$ cat src/rtl/arith_pkg.sv
// Shared arithmetic helpers: product-width helper and the result extension function
// used by the multiply and MAC datapaths.
package arith_pkg;

  // Widest product/result any client may request from ext().
  localparam int unsigned ExtMaxW = 128;

  function automatic int unsigned prod_w(input int unsigned n);
    return 2 * n;
  endfunction

  // Extends the low pw bits of p to ExtMaxW bits; callers truncate to their result width.
  function automatic logic [ExtMaxW-1:0] ext(input logic [ExtMaxW-1:0] p,
                                             input int unsigned      pw,
                                             input logic             is_signed);
    logic [ExtMaxW-1:0] r;
    logic               fill;
    fill = is_signed & p[pw-1];
    for (int unsigned i = 0; i < ExtMaxW; i++) begin
      r[i] = (i < pw) ? p[i] : fill;
    end
    return r;
  endfunction

endpackage

$ cat src/rtl/pipe_stage.sv
// One pipeline register slot: valid bit plus W-bit payload, advancing when en_i is high.
module pipe_stage #(
  parameter int unsigned W = 8
) (
  input  logic         clk,
  input  logic         rst,
  input  logic         en_i,
  input  logic         valid_i,
  input  logic [W-1:0] data_i,
  output logic         valid_o,
  output logic [W-1:0] data_o
);

  logic         valid_q, valid_d;
  logic [W-1:0] data_q, data_d;

  always_comb begin
    valid_d = valid_q;
    data_d  = data_q;
    if (en_i) begin
      valid_d = valid_i;
      data_d  = data_i;
    end
  end

  always_ff @(posedge clk or posedge rst) begin
    if (rst) begin
      valid_q <= 1'b0;
      data_q  <= '0;
    end else begin
      valid_q <= valid_d;
      data_q  <= data_d;
    end
  end

  assign valid_o = valid_q;
  assign data_o  = data_q;

endmodule

$ cat src/rtl/mulacc_pipe.sv
// Pipelined N x N signed/unsigned multiplier with optional M-bit accumulator and
// valid/ready handshakes. rst is expected to deassert synchronously to clk upstream.
module mulacc_pipe
  import arith_pkg::*;
#(
  parameter int unsigned N      = 8,
  parameter int unsigned M      = 16,
  parameter int unsigned STAGES = 2
) (
  input  logic         clk,
  input  logic         rst,
  input  logic         in_valid,
  output logic         in_ready,
  input  logic [N-1:0] a,
  input  logic [N-1:0] b,
  input  logic         is_signed,
  input  logic         acc_en,
  input  logic         acc_clr,
  output logic         out_valid,
  input  logic         out_ready,
  output logic [M-1:0] c
);

  localparam int unsigned PW  = prod_w(N);
  localparam int unsigned OpW = 2 * N + 3;
  localparam int unsigned PdW = M + 2;
  localparam int unsigned NP  = (STAGES > 1) ? STAGES - 1 : 1;

  logic         stall, adv, in_fire;
  logic         out_valid_q, out_valid_d;
  logic [M-1:0] c_q, c_d;
  logic [M-1:0] acc_q, acc_d;

  // A held output freezes the whole pipe; stages never compress around bubbles.
  assign stall    = out_valid_q & ~out_ready;
  assign adv      = ~stall;
  assign in_ready = adv;
  assign in_fire  = in_valid & in_ready;

  logic           mul_v;
  logic [OpW-1:0] mul_op;

  if (STAGES == 1) begin : g_direct
    assign mul_v  = in_fire;
    assign mul_op = {a, b, is_signed, acc_en, acc_clr};
  end else begin : g_stage1
    pipe_stage #(
      .W(OpW)
    ) u_stage1 (
      .clk    (clk),
      .rst    (rst),
      .en_i   (adv),
      .valid_i(in_fire),
      .data_i ({a, b, is_signed, acc_en, acc_clr}),
      .valid_o(mul_v),
      .data_o (mul_op)
    );
  end

  logic [N-1:0]  mul_a, mul_b;
  logic          mul_sgn, mul_en, mul_clr;
  logic [PW-1:0] ax, bx, prod;
  logic [M-1:0]  p_ext;

  assign {mul_a, mul_b, mul_sgn, mul_en, mul_clr} = mul_op;

  // Low 2N bits of the 2N x 2N product are the same for signed and unsigned once the
  // operands are extended accordingly, so one multiplier covers both.
  assign ax    = {{N{mul_sgn & mul_a[N-1]}}, mul_a};
  assign bx    = {{N{mul_sgn & mul_b[N-1]}}, mul_b};
  assign prod  = ax * bx;
  assign p_ext = M'(ext(ExtMaxW'(prod), PW, mul_sgn));

  logic [NP-1:0]          pv;
  logic [NP-1:0][PdW-1:0] pd;

  assign pv[0] = mul_v;
  assign pd[0] = {p_ext, mul_en, mul_clr};

  for (genvar i = 1; i < int'(NP); i++) begin : g_pipe
    pipe_stage #(
      .W(PdW)
    ) u_stage (
      .clk    (clk),
      .rst    (rst),
      .en_i   (adv),
      .valid_i(pv[i-1]),
      .data_i (pd[i-1]),
      .valid_o(pv[i]),
      .data_o (pd[i])
    );
  end

  logic         fin_v, fin_en, fin_clr;
  logic [M-1:0] fin_p, acc_sum, res;

  assign fin_v                     = pv[NP-1];
  assign {fin_p, fin_en, fin_clr}  = pd[NP-1];
  assign acc_sum                   = acc_q + fin_p;
  assign res                       = (fin_en & ~fin_clr) ? acc_sum : fin_p;

  // Accumulator moves only on the edge a valid transaction enters the output register.
  always_comb begin
    out_valid_d = out_valid_q;
    c_d         = c_q;
    acc_d       = acc_q;
    if (adv) begin
      out_valid_d = fin_v;
      if (fin_v) begin
        c_d = res;
        if (fin_en) begin
          acc_d = res;
        end
      end
    end
  end

  always_ff @(posedge clk or posedge rst) begin
    if (rst) begin
      out_valid_q <= 1'b0;
      c_q         <= '0;
      acc_q       <= '0;
    end else begin
      out_valid_q <= out_valid_d;
      c_q         <= c_d;
      acc_q       <= acc_d;
    end
  end

  assign out_valid = out_valid_q;
  assign c         = c_q;

endmodule

$ cat config.mk
export PLATFORM = sky130hd
export DESIGN_NAME = mulacc_pipe
export DESIGN_NICKNAME = d
export VERILOG_FILES = /design/src/rtl/arith_pkg.sv /design/src/rtl/pipe_stage.sv /design/src/rtl/mulacc_pipe.sv
export SDC_FILE = /design/constraint.sdc
export NUM_CORES = 1
export LEC_CHECK = 0
export ABC_AREA = 1
export CAP_MARGIN = 25
export CORE_ASPECT_RATIO = 0.7
export CORE_UTILIZATION = 66
export DETAILED_ROUTE_END_ITERATION = 7
export DONT_BUFFER_PORTS = 1
export PLACE_DENSITY_LB_ADDON = 0.1
export SKIP_CTS_REPAIR_TIMING = 1
export SYNTH_ARGS = -nofsm -noshare
export SYNTH_HDL_FRONTEND = slang
export SYNTH_HIERARCHICAL = 1
export SYNTH_SLANG_ARGS = --single-unit
$ cat constraint.sdc
create_clock -name clk -period 7.5 [get_ports clk]
set_input_delay 0.75 -clock clk [delete_from_list [all_inputs] [get_ports clk]]
set_output_delay 0.75 -clock clk [all_outputs]
set_load 0.02 [all_outputs]
## Word-level counts from Yosys, hierarchy flattened

Index checks and enable logic that the tools add are counted.

- Register bits after elaboration: 53
- Latch bits: 0
- RAM bits: 0
- Bits in read-only memories: 0
- Input port bits: 23
- Output and inout port bits: 18
- Logic and storage cells: 18
- Memories kept: 0

- Add/subtract/negate cells: 1
- $mul: 1
- Div/mod/pow operators: 0
- Magnitude comparators: 0
- Eq/ne operators: 0
- Shifts and indexed selects: 0
- Muxes and demuxes: 1
- Bitwise logic cells: 8
- Reduce and logical (&&, ||, !) cells: 2

Operators by type and width:

| kind | count |
|---|---|
| adder 16 bit | 1 |
| multiplier 9 x 9 -> 16 bit | 1 |
| two-way mux 16 bit | 1 |
| bitwise AND 1 bit | 5 |
| inverter 1 bit | 3 |
| AND reduction 3 bit | 1 |
| AND reduction 2 bit | 1 |

## Longest topological paths before layout

- Depth in word-level cells: 4
- Mapped depth: 33
- Mapped depth without buffers: 32

## Modules after synthesis

Netlist, hierarchy kept.

Modules (own cells, without submodules):

| module | instances | cells an instance | area each (um^2) | seq. area each (um^2) |
|---|---|---|---|---|
| mulacc_pipe | 1 | 741 | 5281.3 | 825.8 |
| pipe_stage | 1 | 86 | 770.7 | 500.5 |

## Worst setup path after synthesis

Ideal clock, no wire load.

- Path kind: register to register
- Start: register g_stage1.u_stage1.data_q[10] (netlist: g_stage1.u_stage1/data_o[10])
- End: register acc_q[15]
- Setup time: 0.117 ns
- Arrival time: 5.350 ns
- Data required time: 7.383 ns
- Setup slack: 2.033 ns
- Stages on the path, launching flop included: 30
- Buffers on the path: 1
- Clock period less this slack: 5.467 ns
- Cell sequence: dfrtp_1 > buf_4 > nand2_1 > or2_2 > fa_1 > fa_1 > inv_1 > fa_1 > fa_1 > inv_1 > fa_1 > inv_1 > ha_1 > nand2_1 > nand3_1 > nand4_1 > nand2_1 > xor2_1 > inv_1 > ha_1 > nand2_1 > inv_1 > nand2_1 > nand2_1 > a21oi_1 > nand3_1 > nand3_2 > nand3_1 > nand3_1 > nand2_1

- Cells in the longest elaborated chain, start to end: 4

RTL lines:

| item | RTL line | text |
|---|---|---|
| start, declared | pipe_stage.sv:15 | `logic [W-1:0] data_q, data_d;` |
| start signal, assigned | pipe_stage.sv:32 | `data_q <= data_d;` |
| bitwise AND 1 bit | mulacc_pipe.sv:70 | `assign bx = {{N{mul_sgn & mul_b[N-1]}}, mul_b};` |
| multiplier 9 x 9 -> 16 bit * | mulacc_pipe.sv:71 | `assign prod = ax * bx;` |
| adder 16 bit | mulacc_pipe.sv:99 | `assign acc_sum = acc_q + fin_p;` |
| two-way mux 16 bit * | mulacc_pipe.sv:100 | `assign res = (fin_en & ~fin_clr) ? acc_sum : fin_p;` |
| end signal, assigned | mulacc_pipe.sv:122 | `acc_q <= '0;` |
| end signal, assigned | mulacc_pipe.sv:126 | `acc_q <= acc_d;` |
| end, declared | mulacc_pipe.sv:32 | `logic [M-1:0] acc_q, acc_d;` |

Every way passes the cells marked *; elsewhere a longest branch is shown, timed or not.
A chain may end at the register's enable or synchronous reset.

## Worst setup path after layout

- Start: register g_stage1.u_stage1.data_q[10] (netlist: g_stage1.u_stage1/data_o[10])
- End: register c_q[15] (netlist: c[15])

- Cells in the longest elaborated chain, start to end: 4

RTL lines:

| item | RTL line | text |
|---|---|---|
| bitwise AND 1 bit | mulacc_pipe.sv:70 |  |
| multiplier 9 x 9 -> 16 bit * | mulacc_pipe.sv:71 |  |
| adder 16 bit | mulacc_pipe.sv:99 |  |
| two-way mux 16 bit * | mulacc_pipe.sv:100 |  |
| end signal, assigned | mulacc_pipe.sv:121 | `c_q <= '0;` |
| end signal, assigned | mulacc_pipe.sv:125 | `c_q <= c_d;` |
| end, declared | mulacc_pipe.sv:31 | `logic [M-1:0] c_q, c_d;` |

Marked as above.

==> reports/results.ini <==
[route]
drcViolationCount = 0
routedWlPerCell_um = 15.4
drt-initial-drc-count = 391
dr.pass1.iters = 6
viasPerCell = 5.47
antenna_left = 0
wl_mm = 14.4
num_vias = 5085

[worst_setup_path]
arrival_ns = 6.52
path_buf_inv = 5
critical-path-top-delay-family = adder cells
cp-end-kind = flop
cp.required_ns = 7.69
critical_path_class = reg -> reg
rrSetupSlack_ns = 1.16
r2r-end = c[15]
critPathMaxFanout = 12
cp-start-kind = flop
critPathMostFrequentCell = nand2_1
cp_slowest_cell = dfrtp_1
r2r_cells = 29
cpPeakStageDelay_ns = 0.63
r2r-start = g_stage1.u_stage1/data_o[10]

[clocking]
clock_tree.buffer_depth = 2
clkSinkCount = 53
cts_buffers = 5
clk_pin_slew_ns = 0.07
cts_tree = yes
h-tree-depth = 2
root_buffer = clkbuf_16
clock_latency_ns = 0.30

[layout]
final_common_cell = nand2_1
area_growth_pct = 2.67
final_util = 0.718
regArea_mm2 = 0.00133
finish.net_count = 945
fill_cells = 751
layout_common_cells = nand2_1, inv_1, fa_1, dfrtp_1, nand3_1
antenna_cells = 0
drive_gt1_frac = 0.0407
multi_input_area_mm2 = 0.00394
fin_cells = 930

[synthesis]
async_flop_share = 1.00
avgSynthCellArea_um2 = 7.32
yosysSeqAreaShare = 0.219
ys_warn_count = 6
synth_ff_type = dfrtp_1
synth_area_mm2 = 0.00605
syn-num-nets = 963
synth_edf_count = 0
synth-seq-cells = 53
ys_types = 32
synth_cells = 827

[timing]
period_minus_slack_ns = 6.34
fin_tns_setup_ns = 0
hold_viol_final = 0
maxSlewViolCount = 0
rsz0062_at_grt = false
slew-limit-headroom = 0.393
finalCritPeriodShare = 0.845
timing.fmax_ghz = 0.158
setup_violations = 0
finalClockSkew_ns = 0.00522
worst_pin_slew_ns = 0.909

[global_routing]
antenna_found_initial = 0
grt_usage = 0.328
grt_pass1_vias = 4828
grt_pass1_wl_mm = 23.5
gr-total-overflow = 0
grt_max_degree = 34

[run_status]
status = finished, final reports clean

[place]
port_buffers = 0
gp_congestion = 0.965
place_inst = 922
dpl.hpwl_mm = 11.7

[floorplan]
start_util = 0.699
die-area_mm2 = 0.00956
rows = 28
core_mm2 = 0.00865
die_w_um = 116
die_y_um = 82.1
ios = 41

[hold_path]
hp-class = in -> async

[run]
drv.max_cap_violation_count = 0

## layer usage
metal	share of wire	vias up	GRT usage
li1	-	2458	-
met2	0.42	217	0.483
met1	0.48	2391	0.503
met4	0.010	0	0.0705
met5	0	-	0
met3	0.095	19	0.0606
## stage by stage
stage          setup slack (ns)  area [um^2]  hold slack (ns)
2_1_floorplan              2.03         6050            0.440
3_3_place_gp               1.27         6060            0.458
3_5_place_dp               1.22         6060            0.469
4_1_cts                    1.21         6210            0.443
5_1_grt                   0.784         6210            0.469
6_report                   1.16         6210            0.430
## state kept, by name, indices dropped and copies added (netlist names)
signal                     cells
g_stage1.u_stage1/data_o      19
acc_q                         16
c                             16
g_stage1.u_stage1/valid_o      1
out_valid                      1
## cells in the mapped netlist, types with 2 or more instances
| cell type | count | area share |
|---|---|---|
| or2_2 | 4 | 0.0041 |
| clkbuf_1 | 14 | 0.0087 |
| a21oi_2 | 4 | 0.0058 |
| xor2_1 | 5 | 0.0072 |
| o21ai_0 | 14 | 0.012 |
| nand2_2 | 3 | 0.0031 |
| nand3_2 | 4 | 0.0066 |
| nand4_1 | 7 | 0.0072 |
| nand3_1 | 50 | 0.041 |
| ha_1 | 49 | 0.10 |
| inv_2 | 4 | 0.0025 |
| buf_4 | 8 | 0.0099 |
| a21o_1 | 2 | 0.0025 |
| xnor2_1 | 3 | 0.0043 |
| buf_6 | 4 | 0.0074 |
| o21bai_1 | 2 | 0.0025 |
| buf_2 | 2 | 0.0017 |
| o21ai_1 | 8 | 0.0066 |
| dfrtp_1 | 53 | 0.22 |
| inv_1 | 161 | 0.10 |
| o21a_1 | 2 | 0.0025 |
| nor2_1 | 38 | 0.024 |
| fa_1 | 64 | 0.21 |
| nor3_1 | 2 | 0.0017 |
| a31oi_1 | 5 | 0.0052 |
| a21oi_1 | 16 | 0.013 |
| nand2_1 | 294 | 0.18 |
## layout make-up
type | count | share of cell area
flip-flops and latches | 53 | 0.213
repair buffers | 3 | 0.00362
multi-input cells | 581 | 0.634
inverters | 165 | 0.0997
well taps | 120 | 0.0242
clock buffers | 6 | 0.0224
clock inverters | 2 | 0.00282
## how the worst max path moves through the flow
| stage | start | to | slack [ns] | cells after the start |
|---|---|---|---|---|
| after floorplan | g_stage1.u_stage1/data_o[10] | acc_q[15] | 2.03 | 29 |
| after global placement | g_stage1.u_stage1/data_o[10] | c[15] | 1.27 | 26 |
| after detailed placement | g_stage1.u_stage1/data_o[10] | c[15] | 1.22 | 24 |
| after CTS | g_stage1.u_stage1/data_o[10] | c[15] | 1.21 | 24 |
| after global routing | g_stage1.u_stage1/data_o[10] | c[15] | 0.78 | 26 |
| final | g_stage1.u_stage1/data_o[10] | c[15] | 1.16 | 29 |
## cell families (layout without fill, tap and decap cells)
logic type               count (synthesis)  count (layout)  share of synthesized area
AND/OR/NAND/NOR                        404             404                      0.273
buffers and inverters                  193             176                      0.130
adder cells (fa/ha/maj)                113             113                      0.313
AO/OA/AOI/OAI                           56              56                     0.0535
flip-flops                              53              53                      0.219
XOR/XNOR                                 8               8                     0.0116
Power is not shown: default switching activity piles up to over one toggle a cycle in this logic, so the estimate is an artifact.
